**src/rtl/uart_tx_buffered_if.sv**
```systemverilog
// rtl/uart_tx_buffered_if.sv - push-side and serial-line signals of the buffered UART transmitter
interface uart_tx_buffered_if #(
    parameter int FIFO_DEPTH = 16
) ();
    localparam int CW = $clog2(FIFO_DEPTH) + 1;

    logic          wr_en;
    logic [7:0]    wr_data;
    logic          full;
    logic          empty;
    logic [CW-1:0] fifo_count;
    logic          overflow;
    logic          uart_tx;
    logic          busy;
    logic          tx_done;

    modport master (
        output wr_en, wr_data,
        input  full, empty, fifo_count, overflow, uart_tx, busy, tx_done
    );

    modport slave (
        input  wr_en, wr_data,
        output full, empty, fifo_count, overflow, uart_tx, busy, tx_done
    );
endinterface

```
**src/rtl/uart_tx_buffered.sv**
```systemverilog
// rtl/uart_tx_buffered.sv - FIFO-buffered 8N1 UART transmitter with optional parity and 16x tick generator
module uart_tx_buffered #(
    parameter int CLKS_PER_TICK = 55,
    parameter int FIFO_DEPTH    = 16,
    parameter int PARITY_MODE   = 0
) (
    input  logic              clk,
    input  logic              reset,
    uart_tx_buffered_if.slave bus
);
    localparam int TW = (CLKS_PER_TICK > 1) ? $clog2(CLKS_PER_TICK) : 1;
    localparam int AW = (FIFO_DEPTH > 1) ? $clog2(FIFO_DEPTH) : 1;
    localparam int CW = AW + 1;
    localparam logic [TW-1:0] TICK_LAST  = TW'(CLKS_PER_TICK - 1);
    localparam logic [CW-1:0] COUNT_FULL = CW'(FIFO_DEPTH);

    typedef enum logic [2:0] {
        S_IDLE,
        S_START,
        S_DATA,
        S_PAR,
        S_STOP
    } state_t;

    // 16x-baud tick generator
    logic [TW-1:0] tick_cnt;
    logic          tick;

    assign tick = (tick_cnt == TICK_LAST);

    always_ff @(posedge clk or negedge reset) begin
        if (!reset) begin
            tick_cnt <= '0;
        end else if (tick) begin
            tick_cnt <= '0;
        end else begin
            tick_cnt <= tick_cnt + TW'(1);
        end
    end

    // Byte FIFO; flags are registered from the next occupancy value
    logic [7:0]    mem [FIFO_DEPTH];
    logic [AW-1:0] wr_ptr;
    logic [AW-1:0] rd_ptr;
    logic [CW-1:0] count_q;
    logic [CW-1:0] count_d;
    logic          full_q;
    logic          empty_q;
    logic          overflow_q;
    logic          push;
    logic          pop;
    logic [7:0]    head;

    assign push = bus.wr_en && !full_q;
    assign head = mem[rd_ptr];

    always_comb begin
        count_d = count_q;
        case ({push, pop})
            2'b10:   count_d = count_q + CW'(1);
            2'b01:   count_d = count_q - CW'(1);
            default: count_d = count_q;
        endcase
    end

    always_ff @(posedge clk) begin
        if (push) begin
            mem[wr_ptr] <= bus.wr_data;
        end
    end

    always_ff @(posedge clk or negedge reset) begin
        if (!reset) begin
            wr_ptr     <= '0;
            rd_ptr     <= '0;
            count_q    <= '0;
            full_q     <= 1'b0;
            empty_q    <= 1'b1;
            overflow_q <= 1'b0;
        end else begin
            if (push) begin
                wr_ptr <= wr_ptr + AW'(1);
            end
            if (pop) begin
                rd_ptr <= rd_ptr + AW'(1);
            end
            count_q    <= count_d;
            full_q     <= (count_d == COUNT_FULL);
            empty_q    <= (count_d == '0);
            overflow_q <= bus.wr_en && full_q;
        end
    end

    // Frame sequencer; the line level is registered so every transition lands on a tick edge
    state_t      state_q;
    state_t      state_d;
    logic [3:0]  sub_q;
    logic [3:0]  sub_d;
    logic [2:0]  bit_q;
    logic [2:0]  bit_d;
    logic [7:0]  shift_q;
    logic [7:0]  shift_d;
    logic        par_q;
    logic        par_d;
    logic        tx_q;
    logic        tx_d;
    logic        busy_q;
    logic        busy_d;
    logic        done_q;
    logic        done_d;
    logic        bit_end;
    logic        load;

    assign bit_end = tick && (sub_q == 4'd15);

    always_comb begin
        state_d = state_q;
        sub_d   = sub_q;
        bit_d   = bit_q;
        shift_d = shift_q;
        par_d   = par_q;
        tx_d    = tx_q;
        busy_d  = busy_q;
        done_d  = 1'b0;
        load    = 1'b0;

        if (tick && (state_q != S_IDLE)) begin
            sub_d = sub_q + 4'd1;
        end

        case (state_q)
            S_IDLE: begin
                tx_d   = 1'b1;
                busy_d = 1'b0;
                if (tick && !empty_q) begin
                    load = 1'b1;
                end
            end
            S_START: begin
                if (bit_end) begin
                    state_d = S_DATA;
                    tx_d    = shift_q[0];
                end
            end
            S_DATA: begin
                if (bit_end) begin
                    if (bit_q == 3'd7) begin
                        if (PARITY_MODE != 0) begin
                            state_d = S_PAR;
                            tx_d    = par_q;
                        end else begin
                            state_d = S_STOP;
                            tx_d    = 1'b1;
                        end
                    end else begin
                        shift_d = {1'b0, shift_q[7:1]};
                        tx_d    = shift_q[1];
                        bit_d   = bit_q + 3'd1;
                    end
                end
            end
            S_PAR: begin
                if (bit_end) begin
                    state_d = S_STOP;
                    tx_d    = 1'b1;
                end
            end
            S_STOP: begin
                if (bit_end) begin
                    done_d = 1'b1;
                    if (!empty_q) begin
                        load = 1'b1;
                    end else begin
                        state_d = S_IDLE;
                        tx_d    = 1'b1;
                        busy_d  = 1'b0;
                    end
                end
            end
            default: begin
                state_d = S_IDLE;
                tx_d    = 1'b1;
                busy_d  = 1'b0;
            end
        endcase

        // Loading from IDLE or straight out of STOP: the start bit begins on this edge
        if (load) begin
            state_d = S_START;
            shift_d = head;
            par_d   = (PARITY_MODE == 2) ? ~(^head) : (^head);
            sub_d   = 4'd0;
            bit_d   = 3'd0;
            tx_d    = 1'b0;
            busy_d  = 1'b1;
        end
        pop = load;
    end

    always_ff @(posedge clk or negedge reset) begin
        if (!reset) begin
            state_q <= S_IDLE;
            sub_q   <= 4'd0;
            bit_q   <= 3'd0;
            shift_q <= 8'd0;
            par_q   <= 1'b0;
            tx_q    <= 1'b1;
            busy_q  <= 1'b0;
            done_q  <= 1'b0;
        end else begin
            state_q <= state_d;
            sub_q   <= sub_d;
            bit_q   <= bit_d;
            shift_q <= shift_d;
            par_q   <= par_d;
            tx_q    <= tx_d;
            busy_q  <= busy_d;
            done_q  <= done_d;
        end
    end

    assign bus.full       = full_q;
    assign bus.empty      = empty_q;
    assign bus.fifo_count = count_q;
    assign bus.overflow   = overflow_q;
    assign bus.uart_tx    = tx_q;
    assign bus.busy       = busy_q;
    assign bus.tx_done    = done_q;
endmodule

```
**src/flat_wrapper.sv**
```systemverilog
// flat-port wrapper written by rule: the top's interface ports become plain ports
module uart_tx_buffered_flat 
#(
    parameter int CLKS_PER_TICK = 55,
    parameter int FIFO_DEPTH    = 16,
    parameter int PARITY_MODE   = 0
)
  (clk, reset, bus_wr_en, bus_wr_data, bus_full, bus_empty, bus_fifo_count, bus_overflow, bus_uart_tx, bus_busy, bus_tx_done);
  uart_tx_buffered_if #(.FIFO_DEPTH(FIFO_DEPTH)) bus_i ();
  input  logic clk;
  input  logic reset;
  input wire logic [$bits(bus_i.wr_en)-1:0] bus_wr_en;
  input wire logic [$bits(bus_i.wr_data)-1:0] bus_wr_data;
  output wire logic [$bits(bus_i.full)-1:0] bus_full;
  output wire logic [$bits(bus_i.empty)-1:0] bus_empty;
  output wire logic [$bits(bus_i.fifo_count)-1:0] bus_fifo_count;
  output wire logic [$bits(bus_i.overflow)-1:0] bus_overflow;
  output wire logic [$bits(bus_i.uart_tx)-1:0] bus_uart_tx;
  output wire logic [$bits(bus_i.busy)-1:0] bus_busy;
  output wire logic [$bits(bus_i.tx_done)-1:0] bus_tx_done;
  assign bus_i.wr_en = bus_wr_en;
  assign bus_i.wr_data = bus_wr_data;
  assign bus_full = bus_i.full;
  assign bus_empty = bus_i.empty;
  assign bus_fifo_count = bus_i.fifo_count;
  assign bus_overflow = bus_i.overflow;
  assign bus_uart_tx = bus_i.uart_tx;
  assign bus_busy = bus_i.busy;
  assign bus_tx_done = bus_i.tx_done;
  uart_tx_buffered #(.CLKS_PER_TICK(CLKS_PER_TICK), .FIFO_DEPTH(FIFO_DEPTH), .PARITY_MODE(PARITY_MODE)) u_core (.clk(clk), .reset(reset), .bus(bus_i));
endmodule
```
**config.mk**
```make
export PLATFORM = sky130hd
export DESIGN_NAME = uart_tx_buffered_flat
export DESIGN_NICKNAME = d
export VERILOG_FILES = /design/src/rtl/uart_tx_buffered_if.sv /design/src/rtl/uart_tx_buffered.sv /design/src/flat_wrapper.sv
export SDC_FILE = /design/constraint.sdc
export NUM_CORES = 1
export LEC_CHECK = 0
export BUFFER_PORTS_ARGS = -buffer_cell sky130_fd_sc_hd__buf_4
export CORE_MARGIN = 4
export CORE_UTILIZATION = 40
export CTS_BUF_LIST = sky130_fd_sc_hd__clkbuf_16
export DETAILED_ROUTE_END_ITERATION = 8
export PLACE_DENSITY_LB_ADDON = 0.3
export SYNTH_ARGS = -nofsm -noshare
export SYNTH_HDL_FRONTEND = slang
export SYNTH_SLANG_ARGS = --single-unit
```
**constraint.sdc**
```tcl
create_clock -name clk -period 9.6 [get_ports clk]
set_input_delay 2.88 -clock clk [delete_from_list [all_inputs] [get_ports clk]]
set_output_delay 2.88 -clock clk [all_outputs]
set_load 0.005 [all_outputs]
```
[Word level (Yosys, flattened, before mapping)]
Memory sizes are Yosys's and may differ from the RTL's.
Index checks and enable logic that the tools add are counted.
Storage, ports and cells
  memories: 1
  bits of input ports: 11
  bits in writable memories: 128
  output and inout bits: 11
  bits in registers: 43
Cells by class
  reductions and logical operators: 18
  eq/ne operators: 19
  add/sub/neg operators: 7
  mux-type cells: 40
Memory list
  u_core.mem: words 16, bits a word 8, rd ports 1, clocked after memory_dff 0, wr ports 1, RTL line uart_tx_buffered.sv:42  | logic [7:0] mem [FIFO_DEPTH];
Operators with widths (number)
  3-bit two-way mux: 11
  8-bit two-way mux: 4
  3-bit by 1-bit inequality test with 1-bit output (second input constant): 6
  1-bit two-way mux: 17
  3-bit one-hot mux with 5 select lines: 1
  4-bit by 1-bit adder with 4-bit output (second input constant): 3
  5-bit one-hot mux with 2 select lines: 1
  4-bit two-way mux: 2
  7-bit AND reduction: 1
  6-bit by 1-bit adder with 6-bit output (second input constant): 1
  3-bit by 2-bit == test with 1-bit output (second input constant): 2
  3-bit == test (second input constant): 2
  6-bit == test (second input constant): 1
  6-bit two-way mux: 1
  2-bit by 1-bit inequality test with 1-bit output (second input constant): 3
  3-bit AND reduction: 2
  2-bit nonzero test: 3
  5-bit by 1-bit adder with 5-bit output (second input constant): 1
  5-bit == test (second input constant): 1
  1-bit logical AND: 5
  5-bit logical NOT: 1
  5-bit AND reduction: 1
  5-bit by 1-bit subtractor with 5-bit output (second input constant): 1
  4-bit == test (second input constant): 1
  10 further kinds: 12

[Longest topological paths before layout]
Gate-level depths: netlist of run 1.
  depth in word-level cells: 7
  gate-level depth with buffers: 15
  gate-level depth less buffers: 13

[Worst setup path before layout of run 1]
Ideal clock, no wire load.
  kind: input-to-reg
  start point: input bus_wr_en
  end point: register u_core.full_q, in the netlist u_core.bus.full
  library setup time: 121 ps
  data arrival time: 4842 ps
  path slack: 4636 ps
  data required time: 9479 ps
  stages: 11
  cell sequence: nor2b_1 > buf_2 > clkinv_1 > ha_1 > clkbuf_1 > nor3b_1 > nand3_1 > a31oi_1 > a311o_1 > xor2_2 > and4bb_2
Between the ends
  cells in the longest elaborated chain, start to end: 4
Ends and longest elaborated chain
  start: declaration: RTL line flat_wrapper.sv:12  | input wire logic [$bits(bus_i.wr_en)-1:0] bus_wr_en;
  1-bit logical AND *: RTL line uart_tx_buffered.sv:54  | assign push = bus.wr_en && !full_q;
  2-bit by 1-bit == test with 1-bit output or 2-bit == test (tied branches): RTL line uart_tx_buffered.sv:59  | case ({push, pop})
  5-bit one-hot mux with 2 select lines *: RTL line uart_tx_buffered.sv:59
  named net u_core.count_d[4]: RTL line uart_tx_buffered.sv:46  | logic [CW-1:0] count_d;
  5-bit == test *: RTL line uart_tx_buffered.sv:88  | full_q <= (count_d == COUNT_FULL);
  end signal: assignment: RTL line uart_tx_buffered.sv:88
  end: declaration: RTL line uart_tx_buffered.sv:47  | logic full_q;
The timed path passes the listed nets; every way through them passes the cells marked *.
A chain may end at the register's enable or synchronous reset.

[Worst setup path after layout of run 1]
Ends and elaborated chain as after synthesis.

==> results of run 1 <==
-- cells in the final DEF, fill, tap and decap left out, types with 2 or more instances in the layout --
cell         n
a21oi_1      2
a31oi_1      3
and2_1      17
and3_1       2
buf_4       24
clkbuf_16   17
clkinv_1     2
clkinv_8     3
dfrtp_1     40
dfstp_2      2
edfxtp_1   128
ha_1        12
inv_1        6
inv_6        4
inv_8        4
mux2_2       7
mux2i_1     17
mux4_2      34
nand2_1     24
nand3_1      5
nand4_1      4
nor2_1      22
nor2b_1      3
nor3_1       2
nor3b_1      3
nor4_1       2
o211ai_1     7
o21a_1       2
o21ai_0     15
xnor2_1     11
xor2_1       6
-- stage by stage --
| stage | area [um^2] | hold WS (ps) | utilization [%] |
|---|---|---|---|
| after floorplan | 7120 | 466 | - |
| after global placement | 7510 | 505 | 43.3 |
| after detailed placement | 7510 | 511 | 43.3 |
| after CTS | 8120 | 532 | 46.8 |
| after global routing | 8120 | 561 | 46.8 |
| final | 8120 | 518 | 46.8 |
-- per-layer routing --
layer  part of all wire, %  up-vias
met5                     0        -
met4                   1.1        0
met3                   3.5       10
met2                    52       64
met1                    44     1891
li1                      -     1662
-- power by group through the flow --
stage / Sequential (mW) / Clock (mW) / Combinational [mW]
floorplan: 0.921 / 0 / 0.116
global placement: 0.928 / 0 / 0.188
detailed placement: 0.933 / 0 / 0.193
CTS: 0.917 / 0.698 / 0.195
global route: 0.924 / 0.733 / 0.213
finish: 0.917 / 0.685 / 0.191
-- worst reg2reg max path, stage by stage, from the launching register on --
cell and delay [ps]:
dfrtp_1 400, ha_1 190, nand3_1 160, a2111oi_4 640, nand2_1 310, clkinv_1 480, ha_1 440, nor3b_1 290
nand3_1 110, a31oi_1 160, a311o_1 200, xor2_2 190, and4bb_2 240
-- registers in the layout, summed over array words and instances (netlist names) --
| signal | count |
|---|---|
| u_core.bus.busy | 1 |
| u_core.bus.empty | 1 |
| u_core.bus.fifo_count | 5 |
| u_core.bus.uart_tx | 1 |
| u_core.tick_cnt | 6 |
| u_core.mem | 128 |
| u_core.state_q | 3 |
| u_core.bus.overflow | 1 |
| u_core.sub_q | 4 |
| u_core.shift_q | 8 |
| u_core.wr_ptr | 4 |
| u_core.rd_ptr | 4 |
| u_core.bus.full | 1 |
| u_core.bit_q | 3 |
| u_core.bus.tx_done | 1 |
-- cells by family (layout without fill, tap and decap cells) --
group | count (synthesis) | after routing
buffers and inverters | 24 | 63
adders and majority gates | 12 | 12
xor gates and xnor gates | 18 | 18
muxes | 58 | 58
and+or+nand+nor | 94 | 94
AOI/OAI and AO/OA | 37 | 37
DFF | 171 | 171
-- area by class of cell --
cell class | count | share of cell area (%)
clock buffer | 17 | 5.24
clock inverter | 15 | 2.20
inverter | 7 | 0.324
multi-input combinational | 219 | 25.9
sequential | 171 | 60.7
tap | 225 | 3.47
timing repair buffer | 24 | 2.22
-- how the worst min path moves through the flow --
stage / slack (ps) / end / startpoint / cells past startpoint
2_1_floorplan: 470 / u_core.shift_q[7] / u_core.shift_q[7] / 2
3_3_place_gp: 510 / u_core.bus.busy / u_core.bus.busy / 2
3_5_place_dp: 510 / u_core.bus.overflow / u_core.bus.full / 1
4_1_cts: 530 / u_core.bus.busy / u_core.bus.busy / 2
5_1_grt: 560 / u_core.bus.fifo_count[4] / u_core.bus.fifo_count[4] / 1
6_report: 520 / u_core.bus.busy / u_core.bus.busy / 2
==> results.py, run 1 <==
metrics = {
    "layout": {
        "seqCellArea_um2": 4920,
        "number_of_fill_cells": 1453,
        "multi_input_area_um2": 2100,
        "layout-area-overhead-vs-synth_pct": 14.0,
        "finalNetCount": 463,
        "finish.cell_count_without_fillers": 678,
        "antenna_cells_inserted": 0,
        "layout-drive-gt1-share_pct": 24.3,
    },
    "floorplan": {
        "placement_rows": 48,
        "die_h_um": 141,
        "initial_core_util_pct": 41.0,
        "die-area_um2": 20000,
        "chipWidth_um": 141,
        "ioPinCount": 22,
        "placeableCoreArea_um2": 17400,
    },
    "drt": {
        "routed-via-count": 3627,
        "initialDrtViolationCount": 256,
        "antenna_left": 0,
        "post_drt_via_cell_ratio": 5.35,
        "drt_first_pass_iters": 4,
        "wirelength_um": 13500,
        "detail_route.drc_violations": 0,
        "wl_per_cell_um": 19.9,
    },
    "synth": {
        "post-synth-top-count-cell": "edfxtp_1",
        "ys_top_cells_by_area": "edfxtp_1 54%, dfrtp_1 14%, mux4_2 11%, mux2i_1 2.4%, ha_1 2.1%",
        "synth_cell_types": 48,
        "ys_ff_latch": 171,
        "predominant_post_synthesis_flop_cell": "edfxtp_1",
        "yosys.area.top_type": "edfxtp_1",
        "synth-edff-count": 128,
        "netlist.area_leader.share_pct": 54.0,
        "syn_inst": 414,
        "synth.yosys.warnings": 0,
        "basic_gate_share_of_the_synthesized_area_counting_and_or_nand_and_nor_cells_pct": 7.20,
        "async_reset_ff_share_pct": 25.1,
        "synthesis.area_per_instance_um2": 17.2,
        "synthAdderAreaFrac_pct": 2.11,
        "largest_family_of_logic_cells_by_synthesized_area": "multiplexers",
        "ys_seq_area_share_pct": 69.1,
        "synth_compound_gate_area_share_pct": 3.64,
        "yosys-top-cells-count": "128 x edfxtp_1, 41 x dfrtp_1, 34 x mux4_2, 24 x nand2_1, 22 x nor2_1",
        "proportion_of_synthesized_area_in_mux_cells_pct": 14.2,
        "synth-xor-area-share_pct": 2.32,
        "mappedNetlistNets": 437,
        "synth_area_um2": 7120,
    },
    "clocking": {
        "clk_pin_slew_ps": 70,
        "postCtsSetupBuffers": 0,
        "cts_tree": "built",
        "cts_repair_resize_count": 0,
        "hold_buffers": 0,
        "cts_root_buffer": "clkbuf_16",
        "cts_buffers": 17,
        "tritoncts_num_sinks": 171,
        "cts_max_path_bufs": 2,
        "h-tree-depth": 4,
        "clock_insertion_delay_worst_skew_ps": 420,
    },
    "outcome": {
        "run_status": "finished, final reports clean",
    },
    "setup_path": {
        "cpLargestDelayFamily": "simple AND/OR/NAND/NOR gates",
        "arrival_ps": 5470,
        "r2r_start": "u_core.sub_q[0]",
        "timing_worst_setup_path_type": "input port to register",
        "setup.worst_path.end_class": "register",
        "crit_required_ps": 9960,
        "worstSetupPathDepth": 10,
        "slowest_stage": "ha_1",
        "critPathCapture": "u_core.bus.full",
        "cp_slowest_stage_delay_ps": 500,
        "crit_chain": "buf_4, nor2b_1, clkinv_1, ha_1, nor3b_1, nand3_1, a31oi_1, a311o_1, xor2_2, and4bb_2",
        "reg2regPathDepth": 12,
        "crit_path_buffers_inverters": 2,
        "critPathLaunch": "bus_wr_en",
        "critical_path.max_fanout": 9,
        "setup.reg_to_reg.worst_slack_ps": 5750,
        "critical_path_launch_point_type": "input port",
        "r2r_end": "u_core.bus.full",
    },
    "global_routing": {
        "grt_most_used_layer": "met2",
        "grt_use_met2_pct": 23.8,
        "overall_track_demand_over_capacity_in_global_routing_pct": 14.4,
        "grt_util_met3_pct": 3.00,
        "grt_pass1_wl_um": 21500,
        "met1_usage_pct": 18.9,
        "initial_antenna_violation_count": 0,
        "globalRoute.totalOverflow": 0,
        "via_count_of_the_first_global_routing_pass": 3807,
        "grt_max_degree": 44,
    },
    "sta": {
        "final.period_utilization_pct": 53.2,
        "setup_tns_ps": 0,
        "slew_viol_final": 0,
        "finalHoldViolCount": 0,
        "achievable-frequency_ghz": 0.196,
        "finalClockSkew_ps": 8.75,
        "period_needed_ps": 5100,
        "tightest_slew_ps": 734,
        "rsz0062_at_grt": "no",
        "final-setup-viol-count": 0,
        "post-route-worst-setup-slack_ps": 4500,
        "slew-limit-headroom_pct": 50.7,
    },
    "power": {
        "pwr-share-clk_pct": 38.2,
        "irDropWorstVdd_mv": 0.170,
        "power_frac_seq_pct": 51.1,
        "net_switching_power_uw": 464,
        "power_switching_share_pct": 25.9,
        "power.static_leakage_nw": 2.89,
        "pwr_density_cell_nw_per_um2": 221,
        "intPower_mw": 1.33,
        "report.power.total_mw": 1.79,
        "p_comb_share_pct": 10.6,
    },
    "placed_design": {
        "place.port_buffers": 21,
        "placed_cells_incl_taps": 646,
        "finalWeightedCongestion": 0.740,
        "place_hpwl_um": 8440,
        "preCtsSetupSlack_ps": 4040,
    },
    "hold_path": {
        "hold_class": "register to register",
    },
    "job": {
        "max-cap-violations": 0,
    },
}
Power figures use the tool's default switching activity.
==> inputs of run 2 (changes only) <==
==> constraint.sdc (replaced) <==
create_clock -name clk -period 5 [get_ports clk]
set_input_delay 1.5 -clock clk [delete_from_list [all_inputs] [get_ports clk]]
set_output_delay 1.5 -clock clk [all_outputs]
set_load 0.005 [all_outputs]
==> results.py, run 2 (synthesized netlist as in run 1, its figures left out) <==
metrics = {
    "global_routing": {
        "initial_antenna_violation_count": 0,
        "grt_pass1_wl_um": 21300,
        "grt_max_degree": 44,
        "overall_track_demand_over_capacity_in_global_routing_pct": 14.2,
        "via_count_of_the_first_global_routing_pass": 3752,
        "globalRoute.totalOverflow": 0,
    },
    "setup_path": {
        "critical_path_launch_point_type": "register",
        "reg2regPathDepth": 13,
        "crit_chain": "inv_1, ha_1, inv_1, a2111oi_4, nand2_1, clkinv_1, ha_1, nor3b_1, nand3_1, a31oi_1, a311o_1, xor2_2, and4bb_2",
        "arrival_ps": 4260,
        "critPathLaunch": "u_core.tick_cnt[0]",
        "worstSetupPathDepth": 13,
        "slowest_stage": "ha_1",
        "crit_path_buffers_inverters": 3,
        "r2r_start": "u_core.tick_cnt[0]",
        "crit_required_ps": 5360,
        "cp_slowest_stage_delay_ps": 680,
        "timing_worst_setup_path_type": "register to register",
        "setup.worst_path.end_class": "register",
        "critical_path.max_fanout": 26,
        "cpLargestDelayFamily": "simple AND/OR/NAND/NOR gates",
    },
    "drt": {
        "drt_first_pass_iters": 4,
        "wl_per_cell_um": 19.4,
        "antenna_left": 0,
        "routed-via-count": 3621,
        "post_drt_via_cell_ratio": 5.33,
        "detail_route.drc_violations": 0,
        "wirelength_um": 13100,
        "initialDrtViolationCount": 247,
    },
    "clocking": {
        "tritoncts_num_sinks": 171,
        "clock_insertion_delay_worst_skew_ps": 430,
        "clk_pin_slew_ps": 70,
        "postCtsSetupBuffers": 0,
        "cts_repair_resize_count": 0,
        "cts_root_buffer": "clkbuf_16",
        "hold_buffers": 0,
        "cts_tree": "built",
        "h-tree-depth": 4,
        "cts_max_path_bufs": 2,
        "cts_buffers": 17,
    },
    "layout": {
        "layout-drive-gt1-share_pct": 24.4,
        "antenna_cells_inserted": 0,
        "finish.cell_count_without_fillers": 679,
        "largest_registers": "u_core.mem: 128 flops, u_core.shift_q: 8 flops, u_core.tick_cnt: 6 flops",
        "stdcell_area_um2": 8100,
        "layout_commonest_cell": "edfxtp_1",
        "finalNetCount": 464,
        "largest_register": "u_core.mem",
        "layout-area-overhead-vs-synth_pct": 13.8,
        "largest_register_ff_count": 128,
        "number_of_fill_cells": 1484,
        "layout.cells.most_common_list": "128 x edfxtp_1, 40 x dfrtp_1, 34 x mux4_2",
        "fin_util_pct": 46.7,
    },
    "floorplan": {
        "ioPinCount": 22,
        "chipWidth_um": 141,
        "placement_rows": 48,
        "die_h_um": 141,
        "placeableCoreArea_um2": 17400,
        "die-area_um2": 20000,
        "initial_core_util_pct": 41.0,
    },
    "placed_design": {
        "place_hpwl_um": 8290,
        "finalWeightedCongestion": 0.738,
        "placedInstanceArea_um2": 7520,
        "placed_cells_incl_taps": 647,
        "place.port_buffers": 21,
        "preCtsSetupSlack_ps": 707,
    },
    "sta": {
        "period_needed_ps": 3900,
        "tightest_slew_ps": 855,
        "setup_tns_ps": 0,
        "finalHoldViolCount": 0,
        "achievable-frequency_ghz": 0.257,
        "rsz0062_at_grt": "no",
        "slew_viol_final": 0,
        "post-route-worst-setup-slack_ps": 1100,
        "final-setup-viol-count": 0,
        "finalClockSkew_ps": 14.0,
        "final.period_utilization_pct": 77.9,
        "slew-limit-headroom_pct": 43.0,
    },
    "power": {
        "power.static_leakage_nw": 2.89,
        "pwr_density_cell_nw_per_um2": 418,
        "irDropWorstVdd_mv": 0.267,
    },
    "hold_path": {
        "holdPathStages": 2,
        "timing.hold.worst.start": "u_core.shift_q[7]",
        "hold_class": "register to register",
    },
    "outcome": {
        "run_status": "finished, final reports clean",
    },
    "job": {
        "max-cap-violations": 0,
    },
}
[run 2: cell type report]
type                       instances  area (um^2)  area share [%]
timing repair buffer              25          188            2.32
sequential                       171         4920            60.8
clock buffer                      17          425            5.25
inverter                           7         26.3           0.324
multi-input combinational        219         2100            25.9
clock inverter                    15          158            1.95
tap                              225          282            3.47
[run 2: path summary, 6_finish.rpt]
kind                                     end  slack, ps
max reg2reg                  u_core.bus.full       1100
min in group asynchronous   u_core.wr_ptr[2]       1050
min reg2reg                u_core.shift_q[7]        530
max in group asynchronous   u_core.rd_ptr[0]       3520
min                        u_core.shift_q[7]        530
max                          u_core.bus.full       1100
[run 2: report_power, final]
part	total, mW	switching, mW	internal, mW
Sequential	1.76	0.0809	1.68
Combinational	0.363	0.207	0.156
Clock	1.26	0.598	0.663
Total	3.38	0.886	2.50
[run 2: worst reg2reg max path, delay by kind of cell (launching register included)]
kind / cells / cell delay [ps]
and+or+nand+nor: 4 / 980
adders and majority gates: 2 / 900
AOI/OAI and AO/OA: 3 / 470
DFF: 1 / 430
buffers and inverters: 3 / 870
xor gates and xnor gates: 1 / 200
[run 2: through the flow]
stage,hold WS (ps),power (mW)
2_1_floorplan,466,1.99
5_1_grt,558,3.53
4_1_cts,528,3.42
3_3_place_gp,507,2.14
6_report,530,3.38
3_5_place_dp,511,2.16
[run 2: layer usage]
layer  vias to the layer above  part of all wire [%]  GRT usage, %
met5                         -                     0             0
met4                         0                   1.1          4.70
met3                         9                   4.1          3.51
met2                        68                    50          22.9
met1                      1887                    45          19.1
li1                       1657                     -             -
